$ cat src/rtl/ntt_stage_sched.sv
// Address and strobe sequencer for an in-place radix-2 DIF NTT that feeds one
// pipelined butterfly unit from a dual-port coefficient RAM and a twiddle ROM.
module ntt_stage_sched #(
    parameter int LOGN   = 10,
    parameter int BF_LAT = 10,
    parameter int ADDR_W = LOGN,
    localparam int TW_W  = (LOGN > 1) ? LOGN - 1 : 1
) (
    input  logic              clk,
    input  logic              reset,
    input  logic              start,
    output logic              busy,
    output logic              done,
    output logic [3:0]        stage,
    output logic              rd_en,
    output logic [ADDR_W-1:0] rd_addr0,
    output logic [ADDR_W-1:0] rd_addr1,
    output logic [TW_W-1:0]   tw_addr,
    output logic              wr_en,
    output logic [ADDR_W-1:0] wr_addr0,
    output logic [ADDR_W-1:0] wr_addr1
);

    localparam int WB_LAT = 1 + BF_LAT;
    localparam int CNT_W  = $clog2(WB_LAT + 1);
    localparam int DL_W   = 1 + 2 * ADDR_W;

    localparam logic [TW_W-1:0]  J_LAST     = TW_W'((1 << (LOGN - 1)) - 1);
    localparam logic [3:0]       LAST_STAGE = 4'(LOGN - 1);
    localparam logic [CNT_W-1:0] CNT_LOAD   = CNT_W'(WB_LAT);

    typedef enum logic [1:0] {IDLE, ISSUE, DRAIN, DONE} state_t;

    state_t           state, state_nxt;
    logic [3:0]       stage_nxt;
    logic [TW_W-1:0]  j, j_nxt;
    logic [CNT_W-1:0] cnt, cnt_nxt;

    logic [3:0]        shamt;
    logic [ADDR_W-1:0] half, mask, j_ext, k, addr0, tw_full;

    always_ff @(posedge clk or negedge reset) begin
        if (!reset) begin
            state <= IDLE;
            stage <= '0;
            j     <= '0;
            cnt   <= '0;
        end else begin
            state <= state_nxt;
            stage <= stage_nxt;
            j     <= j_nxt;
            cnt   <= cnt_nxt;
        end
    end

    always_comb begin
        state_nxt = state;
        stage_nxt = stage;
        j_nxt     = j;
        cnt_nxt   = cnt;
        case (state)
            IDLE: begin
                if (start) begin
                    state_nxt = ISSUE;
                    stage_nxt = '0;
                    j_nxt     = '0;
                end
            end
            ISSUE: begin
                j_nxt = j + TW_W'(1);
                if (j == J_LAST) begin
                    state_nxt = DRAIN;
                    cnt_nxt   = CNT_LOAD;
                    j_nxt     = '0;
                end
            end
            DRAIN: begin
                cnt_nxt = cnt - CNT_W'(1);
                if (cnt == CNT_W'(1)) begin
                    if (stage == LAST_STAGE) begin
                        state_nxt = DONE;
                    end else begin
                        state_nxt = ISSUE;
                        stage_nxt = stage + 4'd1;
                        j_nxt     = '0;
                    end
                end
            end
            DONE: begin
                state_nxt = IDLE;
                stage_nxt = '0;
            end
            default: state_nxt = IDLE;
        endcase
    end

    // Butterfly j splits into group g (upper bits) and offset k (low bits below
    // the half-span h); the group bits are shifted up one place to skip the odd half.
    always_comb begin
        shamt   = LAST_STAGE - stage;
        half    = ADDR_W'(1) << shamt;
        mask    = half - ADDR_W'(1);
        j_ext   = ADDR_W'(j);
        k       = j_ext & mask;
        addr0   = ((j_ext & ~mask) << 1) | k;
        tw_full = k << stage;
    end

    assign busy     = (state == ISSUE) || (state == DRAIN);
    assign done     = (state == DONE);
    assign rd_en    = (state == ISSUE);
    assign rd_addr0 = rd_en ? addr0 : '0;
    assign rd_addr1 = rd_en ? addr0 + half : '0;
    assign tw_addr  = rd_en ? TW_W'(tw_full) : '0;

    // Write-back tracks the read issue WB_LAT cycles later; reset flushes it.
    logic [DL_W-1:0] dly [WB_LAT];

    always_ff @(posedge clk or negedge reset) begin
        if (!reset) begin
            for (int i = 0; i < WB_LAT; i++) dly[i] <= '0;
        end else begin
            dly[0] <= {rd_en, rd_addr0, rd_addr1};
            for (int i = 1; i < WB_LAT; i++) dly[i] <= dly[i-1];
        end
    end

    assign {wr_en, wr_addr0, wr_addr1} = dly[WB_LAT-1];

endmodule

$ cat config.mk
export PLATFORM = sky130hd
export DESIGN_NAME = ntt_stage_sched
export DESIGN_NICKNAME = d
export VERILOG_FILES = /design/src/rtl/ntt_stage_sched.sv
export SDC_FILE = /design/constraint.sdc
export NUM_CORES = 1
export LEC_CHECK = 0
export ABC_AREA = 1
export BUFFER_PORTS_ARGS = -buffer_cell sky130_fd_sc_hd__clkbuf_2
export CORE_MARGIN = 5
export CORE_UTILIZATION = 23
export CTS_CLUSTER_SIZE = 8
export DETAILED_ROUTE_END_ITERATION = 10
export PLACE_DENSITY_LB_ADDON = 0.05
export RECOVER_POWER = 25
export SLEW_MARGIN = 15
export SYNTH_ARGS = -nofsm -noshare
export SYNTH_HDL_FRONTEND = slang
export SYNTH_SLANG_ARGS = --single-unit
$ cat constraint.sdc
create_clock -name clk -period 4 [get_ports clk]
set_input_delay 0.8 -clock clk [delete_from_list [all_inputs] [get_ports clk]]
set_output_delay 0.8 -clock clk [all_outputs]
set_load 0.02 [all_outputs]
After elaboration in Yosys (flattened, before gate mapping) --
Cells that the tools add are included.
Word-level totals: register bits after elaboration 250, input port bits 3, output and inout port bits 57, logic and storage cells 65
Cells by class: add/subtract/negate cells 6, equal/unequal tests 10, shift operators 2, muxes and demuxes 19, bitwise logic cells 4, reduce and logical (&&, ||, !) cells 9
Operators with widths (count):
- 9-bit 2-to-1 mux | 5
- 9-bit one-hot mux with 3 select lines | 1
- 10-bit 2-to-1 mux | 2
- 4-bit 2-to-1 mux | 4
- 4-bit one-hot mux with 3 select lines | 1
- 10-bit adder | 1
- 9-bit by 10-bit AND with 10-bit output | 1
- 10-bit bitwise OR | 1
- 1-bit by 4-bit left shift with 10-bit output, first input constant | 1
- 10-bit by 4-bit left shift with 9-bit output | 1
- 10-bit by 1-bit subtractor with 10-bit output, second input constant | 1
- 9-bit by 1-bit adder with 9-bit output, second input constant | 1
- 9-bit AND | 1
- 9-bit equality test, second input constant | 1
- 9-bit inverter | 1
- 2-bit 2-to-1 mux | 4
- 2-bit one-hot mux with 4 select lines | 1
- 4-bit one-hot mux with 2 select lines | 1
- 4-bit AND reduction | 2
- 2-bit inequality test, second input constant | 3
- 3-bit nonzero test | 2
- 4-bit by 1-bit adder with 4-bit output, second input constant | 1
- 2-bit equality test, second input constant | 2
- 4-bit by 1-bit equality test with 1-bit output, second input constant | 1
- 10 further kinds | 10

Depth between registers and ports, before layout --
Gate-level depths: netlist of run 1.
depth in word-level cells 8, mapped depth 25, gate-level depth less buffers 23

Worst setup path after synthesis of run 1 --
Ideal clock, no wire load.
path type reg-to-output, start register stage[1], end output rd_addr1[8], arrival time 3715 ps, data required time 3200 ps, slack -515 ps, cell stages (with the launch flop) 21, buffers on the path 2, path through dfrtp_1 -> buf_2 -> inv_1 -> buf_2 -> ha_1 -> nor2_2 -> nand2_1 -> ha_1 -> or2_1 -> nand3_1 -> nand2_1 -> ha_1 -> a21oi_1 -> nand2_1 -> nand2_1 -> nand2_1 -> a21oi_1 -> nor2_1 -> o21ai_0 -> a21oi_1 -> nor2_1
On the way: cells in the longest elaborated chain, start to end 8, elaborated cells between the ends (all ways) 9, classes of those cells add/sub (3); shift (1); mux (1); bitwise (4)
RTL lines:
- start: declaration | RTL line 14 | output logic [3:0] stage,
- start signal: assignment | RTL line 50 | stage <= stage_nxt;
- 4-bit subtractor (*) | RTL line 100 | shamt = LAST_STAGE - stage;
- 1-bit by 4-bit left shift with 10-bit output (*) | RTL line 101 | half = ADDR_W'(1) << shamt;
- 10-bit by 1-bit subtractor with 10-bit output | RTL line 102 | mask = half - ADDR_W'(1);
- 9-bit inverter | RTL line 105 | addr0 = ((j_ext & ~mask) << 1) | k;
- 9-bit AND | RTL line 105
- 10-bit bitwise OR | RTL line 105
- 10-bit adder (*) | RTL line 113 | assign rd_addr1 = rd_en ? addr0 + half : '0;
- 10-bit 2-to-1 mux (*) | RTL line 113
- end: declaration | RTL line 17 | output logic [ADDR_W-1:0] rd_addr1,
Mark *: on every way between the ends. The rest lies on a longest branch, timed or not.

Worst setup path in the final report of run 1 --
start register stage[1], end output rd_addr1[7]
The elaborated chain is that of the path after synthesis.

==> summary.md, run 1 <==
| Metric | Value |
|---|---|
| Reg2Reg Depth | 20 |
| Outcome | finished, violations left |
| Final Cycle Share | 105% |
| Max-slew violation count | 0 |
| Die Y | 201 um |
| Gate Count Post-Synth | approximately 640 |
| Crit path required time | around 3200 ps |
| Sequential area share after synthesis | 74.3% |
| CTS tree | done |
| DR vias | around 4800 |
| H-tree depth | 2 |
| All-Layer GR Usage | 8.80% |
| Clk slew on worst S/H paths | approximately 50 ps |
| CP endpoint kind | output pin |
| EDFF count, synth | 0 |
| Synth top cells by count | dfrtp_1, nand2_1, inv_1 |
| Slew margin rel. | between 40% and 50% |
| IO Port Bufs | just under 60 |
| Failing checks | negative setup slack |
| Top cell type by total area after synthesis | dfrtp_1 |
| Antenna violations before repair | 0 |
| Cell Area, Synth | between 8000 and 9000 um2 |
| Ys async rst share | 100% |
| Final HPWL DP | between 10000 and 15000 um |
| Post-synth top area share | approximately three quarters |
| CTS Root Cell | clkbuf_16 |
| Reg2reg setup slack | 1140 ps |
| Pwr/cell area | about 680 nW/um2 |
| Hold WS | between 300 and 400 ps |
| Dpl cells | approximately 1200 |
| Max frequency | between 0.2 and 0.25 GHz |
| Most common cell in the netlist | dfrtp_1 |
| CP Launch Type | flip-flop |
| First-pass GRT wire length | roughly 29000 um |
| Via density | 3.87 |
| Lkg Pwr | 5.70 nW |
| Layout Cells excl Fill | around 1200 |
| Crit path max fanout | 7 |
| Area Overhead vs Synth | 32.8% |
| IO Count | 60 |
| Synth unique cells | 38 |
| Gr ovfl total | 0 |
| Initial DRC count | 250 |
| Post-Layout Inst Area | around 11000 um2 |
| Top FF cell, synth | dfrtp_1 |
| Clock Sinks | 250 |
| Core ar. | around 36000 um2 |
| Setup Skew | about 12 ps |
| CP arrival | roughly 3400 ps |
| Starting Density | a little under a quarter |
| Register bit total from synthesis | between 200 and 300 |
| Die Wd | about 200 um |
| Max_cap viols | 0 |
| Hold Vio Cnt, Final | 0 |
| Share of layout cells above drive strength 1 | between 30% and 40% |
| Rows | 70 |
| Worst-margin pin slew | between 800 and 900 ps |
| Diodes inserted | 0 |
| Post-DP Area | roughly 9500 um2 |
| Tightest Hold Check Type | reg -> reg |
| Max clock buf depth | 3 |
| YS warnings | 0 |
| Net count, final | around 800 |
| Minimum clock period | roughly 4200 ps |
| DRC viols | 0 |
| Initial DRT Pass Iterations | 4 |
| DRT antenna net count | 0 |
| Largest net degree at the start of global routing | approximately 120 |
| Skew-Pair Late Insertion Delay | 510 ps |
| Largest cells by area after synthesis | dfrtp_1, nand2_1, ha_1, nand3_1, inv_1 |
| Path type of the worst setup path | reg -> out |
| Syn_nets | roughly 670 |
| Die Area | approximately 41000 um2 |
| Final GP Congestion | 0.846 |
| Total Wirelength | around 17000 um |
| Wire per inst | between 10 and 15 um |
| Max VDD drop | 0.000243 V |
| RSZ-0062 raised after global routing | true |
| Number of global-route vias before repair | between 5000 and 6000 |
| Post-CTS Hold Buffers | 0 |
| Syn_area_per_cell | between 10 and 15 um2 |
| Hold path depth | 0 |
| Fin worst setup slack | -201 ps |
| # setup viols final | 5 |
| TritonCTS buffer count | 37 |
-- path summary, 6_finish.rpt --
kind / start / endpoint
worst max register to register: stage[1] / dly[217]
worst min register to register: dly[31] / wr_addr0[0]
min in group asynchronous: reset / wr_addr1[1]
max in group asynchronous: reset / stage[2]
worst max-delay path: stage[1] / rd_addr1[7]
worst min-delay path: dly[31] / wr_addr0[0]
-- timing repair --
action	4_1_cts	5_1_grt
hold endpoints to repair	0	0
setup endpoints to repair	9	12
pin swaps	23	36
setup buffers	22	15
resized for setup	74	68
-- sequential cells by signal, indices dropped and copies added, names as in the netlist --
name,cells
cnt,4
dly,210
j,9
stage,4
state,2
wr_addr0,10
wr_addr1,10
wr_en,1
-- layout make-up --
class / instances / area [um2]
clock buffer: 39 / 933
clock inverter: 4 / 71.3
fill: 3671 / 25200
inverter: 60 / 253
multi-input combinational: 302 / 2180
sequential: 250 / 6260
tap: 468 / 586
timing repair buffer: 119 / 901
-- per-layer routing --
layer,track usage (%),up-vias,wire (um)
li1,-,2270,-
met1,11.0,2391,7480
met2,14.1,100,8270
met3,2.42,47,828
met4,4.25,0,637
met5,0,-,0
-- stage by stage --
stage          utilization [%]  total power, mW  setup TNS (ps)  worst slack [ps]
2_1_floorplan                -             4.01               0              50.4
5_1_grt                   30.8             8.10           -2200              -421
4_1_cts                   30.0             7.64           -1620              -268
3_3_place_gp              26.0             4.54               0              66.0
6_report                  30.8             7.62            -511              -201
3_5_place_dp              26.0             4.57               0              7.22
-- cells by family after synthesis --
family                     synth area share, %
buffers and inverters                     4.95
and+or+nand+nor                           12.6
xor gates and xnor gates                 0.312
DFF                                       74.3
AOI/OAI and AO/OA                         4.00
other                                   0.0445
adders and majority gates                 3.80
-- where the power goes --
part           switching (mW)  total (mW)  internal (mW)
logic                    1.23        1.98          0.755
clock network            1.02        2.72           1.70
registers               0.101        2.92           2.82
-- critical path: stages (launching register included) --
cell      delay [ps]
dfrtp_2          430
inv_4            100
ha_4             240
nor2_4           100
nand2_2           70
ha_4             180
or2_4            270
nand2_4           70
nand2_4           50
nand2_4           80
ha_4             200
a21o_1           200
nand3_2           70
nand2_2           60
nand2_1           70
inv_2             40
nor2_1            80
nor2_1            40
nor2_1           110
xor2_1           180
nor2_2            80
clkbuf_8         160
-- placed cells by master (no fill, tap or decap), types with 5 or more instances in the layout --
cell type and n:
o21ai_0 16, ha_1 11, nor2_4 8, buf_4 49
nand2_4 11, nor3_1 9, clkbuf_16 37, nor2_2 8
nand3_2 18, a21oi_1 16, clkbuf_2 46, inv_2 9
nor2_1 22, o21ai_1 5, buf_6 13, nand2_1 63
ha_4 10, nand2_2 26, a21oi_2 13, inv_1 44
dfrtp_1 246, nand3_1 34, o21ai_2 5
Power figures use the tool's default switching activity.
==> run 2: changes to the inputs <==
--- a/config.mk
+++ b/config.mk
@@ -7,7 +7,7 @@
 export LEC_CHECK = 0
 export ABC_AREA = 1
 export BUFFER_PORTS_ARGS = -buffer_cell sky130_fd_sc_hd__clkbuf_2
-export CORE_MARGIN = 5
+export CORE_MARGIN = 3
 export CORE_UTILIZATION = 23
 export CTS_CLUSTER_SIZE = 8
 export DETAILED_ROUTE_END_ITERATION = 10
==> run 2 against run 1 <==
Compared with the run above:
- the run still ends with negative setup slack left
- clock skew grew 3.1 ps
- clock power shrank 1%
- first-iteration DRC count shrank 39%
- power shrank 2.5%
- non-clock buffer count shrank 2
- sequential power is essentially flat
- cell area shrank 0.97%
- via count shrank 0.58%
- sequential share of layout area grew 0.54 points
- highest routed layer unchanged
==> summary.md, run 2 (synthesis results as in run 1) <==
| Metric | Value |
|---|---|
| Outcome | finished, violations left |
| Failing checks | negative setup slack |
| Setup TNS | -1040 ps (-529 ps) |
| Slowest CP cell | dfrtp_2 |
| Commonest non-fill, non-tap cells in the layout | dfrtp_1, nand2_1, buf_4 |
| DR vias | 4780 (-0.58%) |
| First-pass GRT wire length | 28300 um (-1.2%) |
| H-tree depth | 2 (unchanged) |
| IO Port Bufs | 59 (unchanged) |
| Total Wirelength | 17300 um (+0.55%) |
| Die Area | 39000 um2 (-3.9%) |
| FF-to-FF Start | stage[1] |
| Fin worst setup slack | -237 ps (-35.8 ps) |
| Crit path max fanout | 7 (unchanged) |
| Crit path required time | 3200 ps (about the same) |
| Setup Skew | 14.7 ps (+3.05 ps) |
| Skew-Pair Late Insertion Delay | 510 ps (about the same) |
| IO Count | 60 (unchanged) |
| Area Overhead vs Synth | 31.5% |
| Lkg Pwr | 5.66 nW (-0.75%) |
| Max clock buf depth | 3 (unchanged) |
| Clk slew on worst S/H paths | 50 ps (about the same) |
| Rows | 69 (-1.4%) |
| Final core utilization | 30.9% (+0.14 points) |
| Final GP Congestion | 0.855 (+1.1%) |
| # setup viols final | 6 (+1) |
| Share of layout cells above drive strength 1 | 36.7% (-0.86 points) |
| CTS Root Cell | clkbuf_16 |
| Initial DRT Pass Iterations | 4 (unchanged) |
| Max frequency | 0.236 GHz (-0.84%) |
| Clock Sinks | 250 (unchanged) |
| CTS tree | done |
| Diodes inserted | 0 (unchanged) |
| Most flops, register | dly |
| Max VDD drop | 0.000341 V (+40%) |
| CP Buf/Inv Count | 3 (unchanged) |
| Initial DRC count | 153 (-39%) |
| Die Wd | 197 um (-2.0%) |
| Final HPWL DP | 11200 um (-0.47%) |
| DRT antenna net count | 0 (unchanged) |
| CP peak stage delay | 430 ps (about the same) |
| Max-slew violation count | 0 (unchanged) |
| Path type of the worst setup path | reg -> out |
| Met3 Usage GRT | 2.63% (+0.21 points) |
| Reg2reg end | dly[217] |
| GR Util met2 | 15.0% (+0.87 points) |
| CP endpoint kind | output pin |
| Via density | 3.87 (about the same) |
| Max_cap viols | 0 (unchanged) |
| Most Crowded Layer GR | met2 |
| Reg2Reg Depth | 21 (+5.0%) |
| Largest register FFs | 210 (unchanged) |
| Hold Vio Cnt, Final | 0 (unchanged) |
| DRC viols | 0 (unchanged) |
| Pwr/cell area | 671 nW/um2 (-1.6%) |
| Worst-margin pin slew | 773 ps (-116 ps) |
| Number of global-route vias before repair | 5129 (-1.3%) |
| Reg2reg setup slack | 980 ps (-160 ps) |
| CP arrival | 3440 ps (+40 ps) |
| Gr ovfl total | 0 (unchanged) |
| Antenna violations before repair | 0 (unchanged) |
| Worst path cell trace | inv_4 -> ha_4 -> nor2_4 -> nand2_2 -> ha_4 -> or2_4 -> nand2_4 -> nand2_4 -> nand2_4 -> ha_4 -> a21o_1 -> nand3_2 -> nand2_2 -> nand2_2 -> inv_2 -> nor2_2 -> nor2_1 -> nor2_1 -> xor2_1 -> nor2_2 -> clkbuf_8 |
| RSZ-0062 raised after global routing | true |
| Largest net degree at the start of global routing | 101 (-15%) |
| Place WS | 17.2 ps (+9.99 ps) |
| TritonCTS buffer count | 37 (unchanged) |
| Slew margin rel. | 48.5% (+7.7 points) |
| Net count, final | 796 (-0.25%) |
| Wire per inst | 14.0 um (+1.2%) |
| Final Cycle Share | 106% (+0.89 points) |
| Minimum clock period | 4240 ps (+35.8 ps) |
| All-Layer GR Usage | 9.29% (+0.50 points) |
| Tightest Hold Check Type | in -> async |
| CP delay by family, top | simple AND/OR/NAND/NOR gates |
| Core ar. | 35800 um2 (-1.4%) |
| Hold WS | 325 ps (-13.0 ps) |
| Met1 Track Usage GR | 11.7% (+0.69 points) |
| CP Launch Type | flip-flop |
| Most common cell after layout, fill and taps aside | dfrtp_1 |
| Die Y | 197 um (-2.0%) |
| Starting Density | 23.5% (+0.34 points) |
| Post-CTS Hold Buffers | 0 (unchanged) |
-- run 2: cell types whose count changed in the layout (fill, tap and decap cells not counted), moves of 3 or more --
cell      before  now
nand2_2       26   30
buf_6         13    5
clkbuf_8       3    6
clkinv_8       3    0
clkbuf_2      46   50
ha_2           3    0
a21oi_2       13   10
buf_4         49   53
ha_1          11   14
-- run 2: report_power, final --
part / leakage (nW) / internal [mW] / total [mW] / switching, mW
logic: 1.73 / 0.647 / 1.83 / 1.19
registers: 3.44 / 2.82 / 2.92 / 0.0961
clock network: 0.483 / 1.67 / 2.68 / 1.01
total: 5.66 / 5.14 / 7.43 / 2.29
-- run 2: metal layers --
layer	vias to the layer above	wire length, um
li1	2267	-
met1	2369	7620
met2	99	8210
met3	45	905
met4	0	572
met5	-	0
-- run 2: timing repair --
item	4_1_cts	5_1_grt
endpoints found under the setup margin	9	9
endpoints found under the hold margin	0	0
resized for setup	79	43
buffers inserted	22	10
pin swaps	25	27
-- run 2: layout make-up --
| type | count | area (um2) |
|---|---|---|
| fillers | 3578 | 24800 |
| inverters | 60 | 248 |
| clock inverters | 2 | 17.5 |
| multi-input cells | 302 | 2170 |
| flip-flops and latches | 250 | 6260 |
| well taps | 461 | 577 |
| clock buffers | 42 | 965 |
| repair buffers | 117 | 845 |
-- run 2: how the worst max path moves through the flow --
stage | endpoint | start | slack, ps | cells past startpoint
after detailed placement | rd_addr1[8] | stage[1] | 20 | 24
after floorplan | rd_addr1[8] | stage[1] | 50 | 25
final | rd_addr1[7] | stage[1] | -240 | 21
after CTS | rd_addr1[7] | stage[1] | -280 | 23
after global placement | rd_addr1[8] | stage[1] | 60 | 24
after global routing | rd_addr1[8] | stage[1] | -450 | 22
-- run 2: stage by stage --
stage                     instance area, um2  instances  power, mW
after floorplan                         8500        639       4.01
after global placement                  9440       1162       4.53
after detailed placement                9440       1162       4.55
after CTS                              10900       1228       7.53
after global routing                   11100       1234       7.91
final                                  11100       1234       7.43
-- run 2: worst register-to-register path, delay by kind of cell, from the launching register on --
kind | cells | cell delay, ps
AO/OA/AOI/OAI | 1 | 200
buffers and inverters | 3 | 260
adder cells (fa/ha/maj) | 3 | 630
AND/OR/NAND/NOR | 13 | 1220
XOR/XNOR | 1 | 180
flip-flops | 1 | 430
==> run 3: changes to the inputs <==
--- a/config.mk
+++ b/config.mk
@@ -7,10 +7,12 @@
 export LEC_CHECK = 0
 export ABC_AREA = 1
 export BUFFER_PORTS_ARGS = -buffer_cell sky130_fd_sc_hd__clkbuf_2
+export CORE_ASPECT_RATIO = 0.6
 export CORE_MARGIN = 3
 export CORE_UTILIZATION = 23
 export CTS_CLUSTER_SIZE = 8
 export DETAILED_ROUTE_END_ITERATION = 10
+export MAX_ROUTING_LAYER = met4
 export PLACE_DENSITY_LB_ADDON = 0.05
 export RECOVER_POWER = 25
 export SLEW_MARGIN = 15
==> run 3 against run 2 <==
Compared with the run above:
- the flow still finishes with violations (negative setup slack)
- non-clock buffer count rose by 5
- global-route usage rose by 0.58 points
- sequential power barely moved
- clock power rose by 2%
- critical path depth rose by 1
- core utilization rose by 0.62 points
- die area rose by 0.19%
- register-to-register slack improved by 50 ps
- cell area rose by 1.2%
- clock-buffer cell count fell by 2
- first-iteration DRC count rose by 47%
- combinational power rose by 5%
- largest power group unchanged
==> summary.md, run 3 (synthesis results as in run 1) <==
| Metric | Value |
|---|---|
| CTS Root Cell | clkbuf_16 |
| Most common cell after layout, fill and taps aside | dfrtp_1 |
| Skew-Pair Late Insertion Delay | 520 ps (about the same) |
| Minimum clock period | 4220 ps (-21.1 ps) |
| DRC viols | 0 (unchanged) |
| First-pass GRT wire length | 29100 um (+2.6%) |
| Clock Sinks | 250 (unchanged) |
| Hold WS | 272 ps (-52.6 ps) |
| Die Wd | 253 um (+28%) |
| FF-to-FF Start | stage[1] |
| Share of layout cells above drive strength 1 | 38.1% (+1.4 points) |
| Pwr/cell area | 675 nW/um2 (+0.70%) |
| Max_cap viols | 0 (unchanged) |
| DRT antenna net count | 0 (unchanged) |
| Failing checks | negative setup slack |
| Path type of the worst setup path | reg -> out |
| Largest register FFs | 210 (unchanged) |
| Clk slew on worst S/H paths | 50 ps (about the same) |
| Commonest non-fill, non-tap cells in the layout | dfrtp_1, nand2_1, buf_4 |
| # fillers | 3538 (-1.1%) |
| Lkg Pwr | 5.70 nW (+0.83%) |
| Starting Density | 23.7% (+0.19 points) |
| Worst-margin pin slew | 665 ps (-108 ps) |
| Core ar. | 35500 um2 (-0.79%) |
| TritonCTS buffer count | 37 (unchanged) |
| IO Port Bufs | 59 (unchanged) |
| Diodes inserted | 0 (unchanged) |
| CP peak stage delay | 430 ps (about the same) |
| Dpl cells | 1163 (+0.086%) |
| Reg2reg end | dly[219] |
| CP arrival | 3420 ps (-20 ps) |
| Gr ovfl total | 0 (unchanged) |
| Number of global-route vias before repair | 5166 (+0.72%) |
| Initial DRT Pass Iterations | 6 (+2) |
| Total Wirelength | 17700 um (+2.3%) |
| Crit path from | stage[1] |
| Rows | 53 (-23%) |
| Initial DRC count | 225 (+47%) |
| Largest net degree at the start of global routing | 88 (-13%) |
| Max frequency | 0.237 GHz (+0.50%) |
| Reg2Reg Depth | 21 (unchanged) |
| Setup TNS | -1280 ps (-244 ps) |
| Die Area | 39000 um2 (+0.19%) |
| Area Overhead vs Synth | 33.1% |
| Slew margin rel. | 55.7% (+7.2 points) |
| Crit path required time | 3200 ps (about the same) |
| Worst path cell trace | inv_4 -> ha_4 -> nand2_4 -> nand2_8 -> nand3_4 -> ha_4 -> or2_4 -> nand2_2 -> nand2_2 -> nand2_2 -> ha_4 -> a21o_1 -> nand3_2 -> nand2_2 -> nand2_1 -> inv_1 -> nor2_1 -> nor2_1 -> nor2_1 -> xor2_1 -> nor2_2 -> clkbuf_8 |
| Slowest CP cell | dfrtp_2 |
| Final core utilization | 31.5% (+0.62 points) |
| Max-slew violation count | 0 (unchanged) |
| Final GP Congestion | 0.798 (-6.7%) |
| Final HPWL DP | 11700 um (+4.2%) |
| IO Count | 60 (unchanged) |
| Max clock buf depth | 3 (unchanged) |
| RSZ-0062 raised after global routing | true |
| CTS tree | done |
| Final Cycle Share | 105% (-0.53 points) |
| Reg2reg setup slack | 1030 ps (+50 ps) |
| All-Layer GR Usage | 9.87% (+0.58 points) |
| Max VDD drop | 0.000280 V (-18%) |
| Crit-path most repeated cell | nand2_2 |
| # setup viols final | 8 (+2) |
| Area occupied by multi-input gates | 2190 um2 (+0.92%) |
| CP Launch Type | flip-flop |
| Setup Skew | 19.5 ps (+4.83 ps) |
| H-tree depth | 2 (unchanged) |
| Net count, final | 801 (+0.63%) |
| Outcome | finished, violations left |
| Crit path max fanout | 4 (-3) |
| Final Power | 7.57 mW (+1.9%) |
| Fin worst setup slack | -216 ps (+21.1 ps) |
| Most flops, register | dly |
| CP endpoint kind | output pin |
| Register area | 6260 um2 (unchanged) |
| Hold Vio Cnt, Final | 0 (unchanged) |
| Die Y | 154 um (-22%) |
| Layout Cells excl Fill | 1244 (+0.81%) |
| Tightest Hold Check Type | in -> async |
| Wire per inst | 14.2 um (+1.5%) |
| Antenna violations before repair | 0 (unchanged) |
| DR vias | 4905 (+2.6%) |
| Post-CTS Hold Buffers | 0 (unchanged) |
| Via density | 3.94 (+1.8%) |
[run 3: cell count changes in the layout (fill, tap and decap cells not counted), sizes merged]
cell and change:
clkinv +2, buf +6, clkbuf -3, inv -1
[run 3: repair_timing]
item | CTS | global route
setup buffers | 32 | 12
setup endpoints to repair | 8 | 12
pin swaps | 24 | 30
resized for setup | 97 | 44
[run 3: area by class of cell]
cell class              instances  share of cell area, %
well taps                     467                   5.21
clock inverters                 3                  0.402
inverters                      60                   2.21
repair buffers                122                   8.28
multi-input cells             302                   19.5
flip-flops and latches        250                   55.8
clock buffers                  40                   8.55
[run 3: per-layer routing]
layer / vias to the layer above / global-route usage [%] / routed length (um)
met5: - / - / 0
met4: 0 / 3.32 / 394
li1: 2284 / - / -
met3: 42 / 2.94 / 938
met2: 100 / 13.6 / 7490
met1: 2479 / 13.8 / 8880
[run 3: per-stage QoR]
step                instance area (um2)  setup WS, ps
floorplan                          8500          50.4
global placement                   9410          71.6
detailed placement                 9410          41.4
CTS                               11000          -228
global route                      11200          -455
finish                            11200          -216
[run 3: critical path, delay by kind of cell (launching register included)]
kind	cells	cell delay, ps
and+or+nand+nor	14	1220
buffers and inverters	3	300
DFF	1	430
xor gates and xnor gates	1	190
AOI/OAI and AO/OA	1	200
adders and majority gates	3	550
[run 3: how the worst max path moves through the flow]
| stage | to |
|---|---|
| 2_1_floorplan | rd_addr1[8] |
| 3_3_place_gp | rd_addr1[9] |
| 6_report | rd_addr1[7] |
| 5_1_grt | rd_addr1[7] |
| 4_1_cts | rd_addr1[7] |
| 3_5_place_dp | rd_addr1[8] |
[run 3: report_power, final]
group | switching, mW | total [mW] | internal [mW]
logic | 1.20 | 1.92 | 0.719
registers | 0.106 | 2.93 | 2.82
clock network | 1.04 | 2.73 | 1.68
total | 2.35 | 7.57 | 5.22
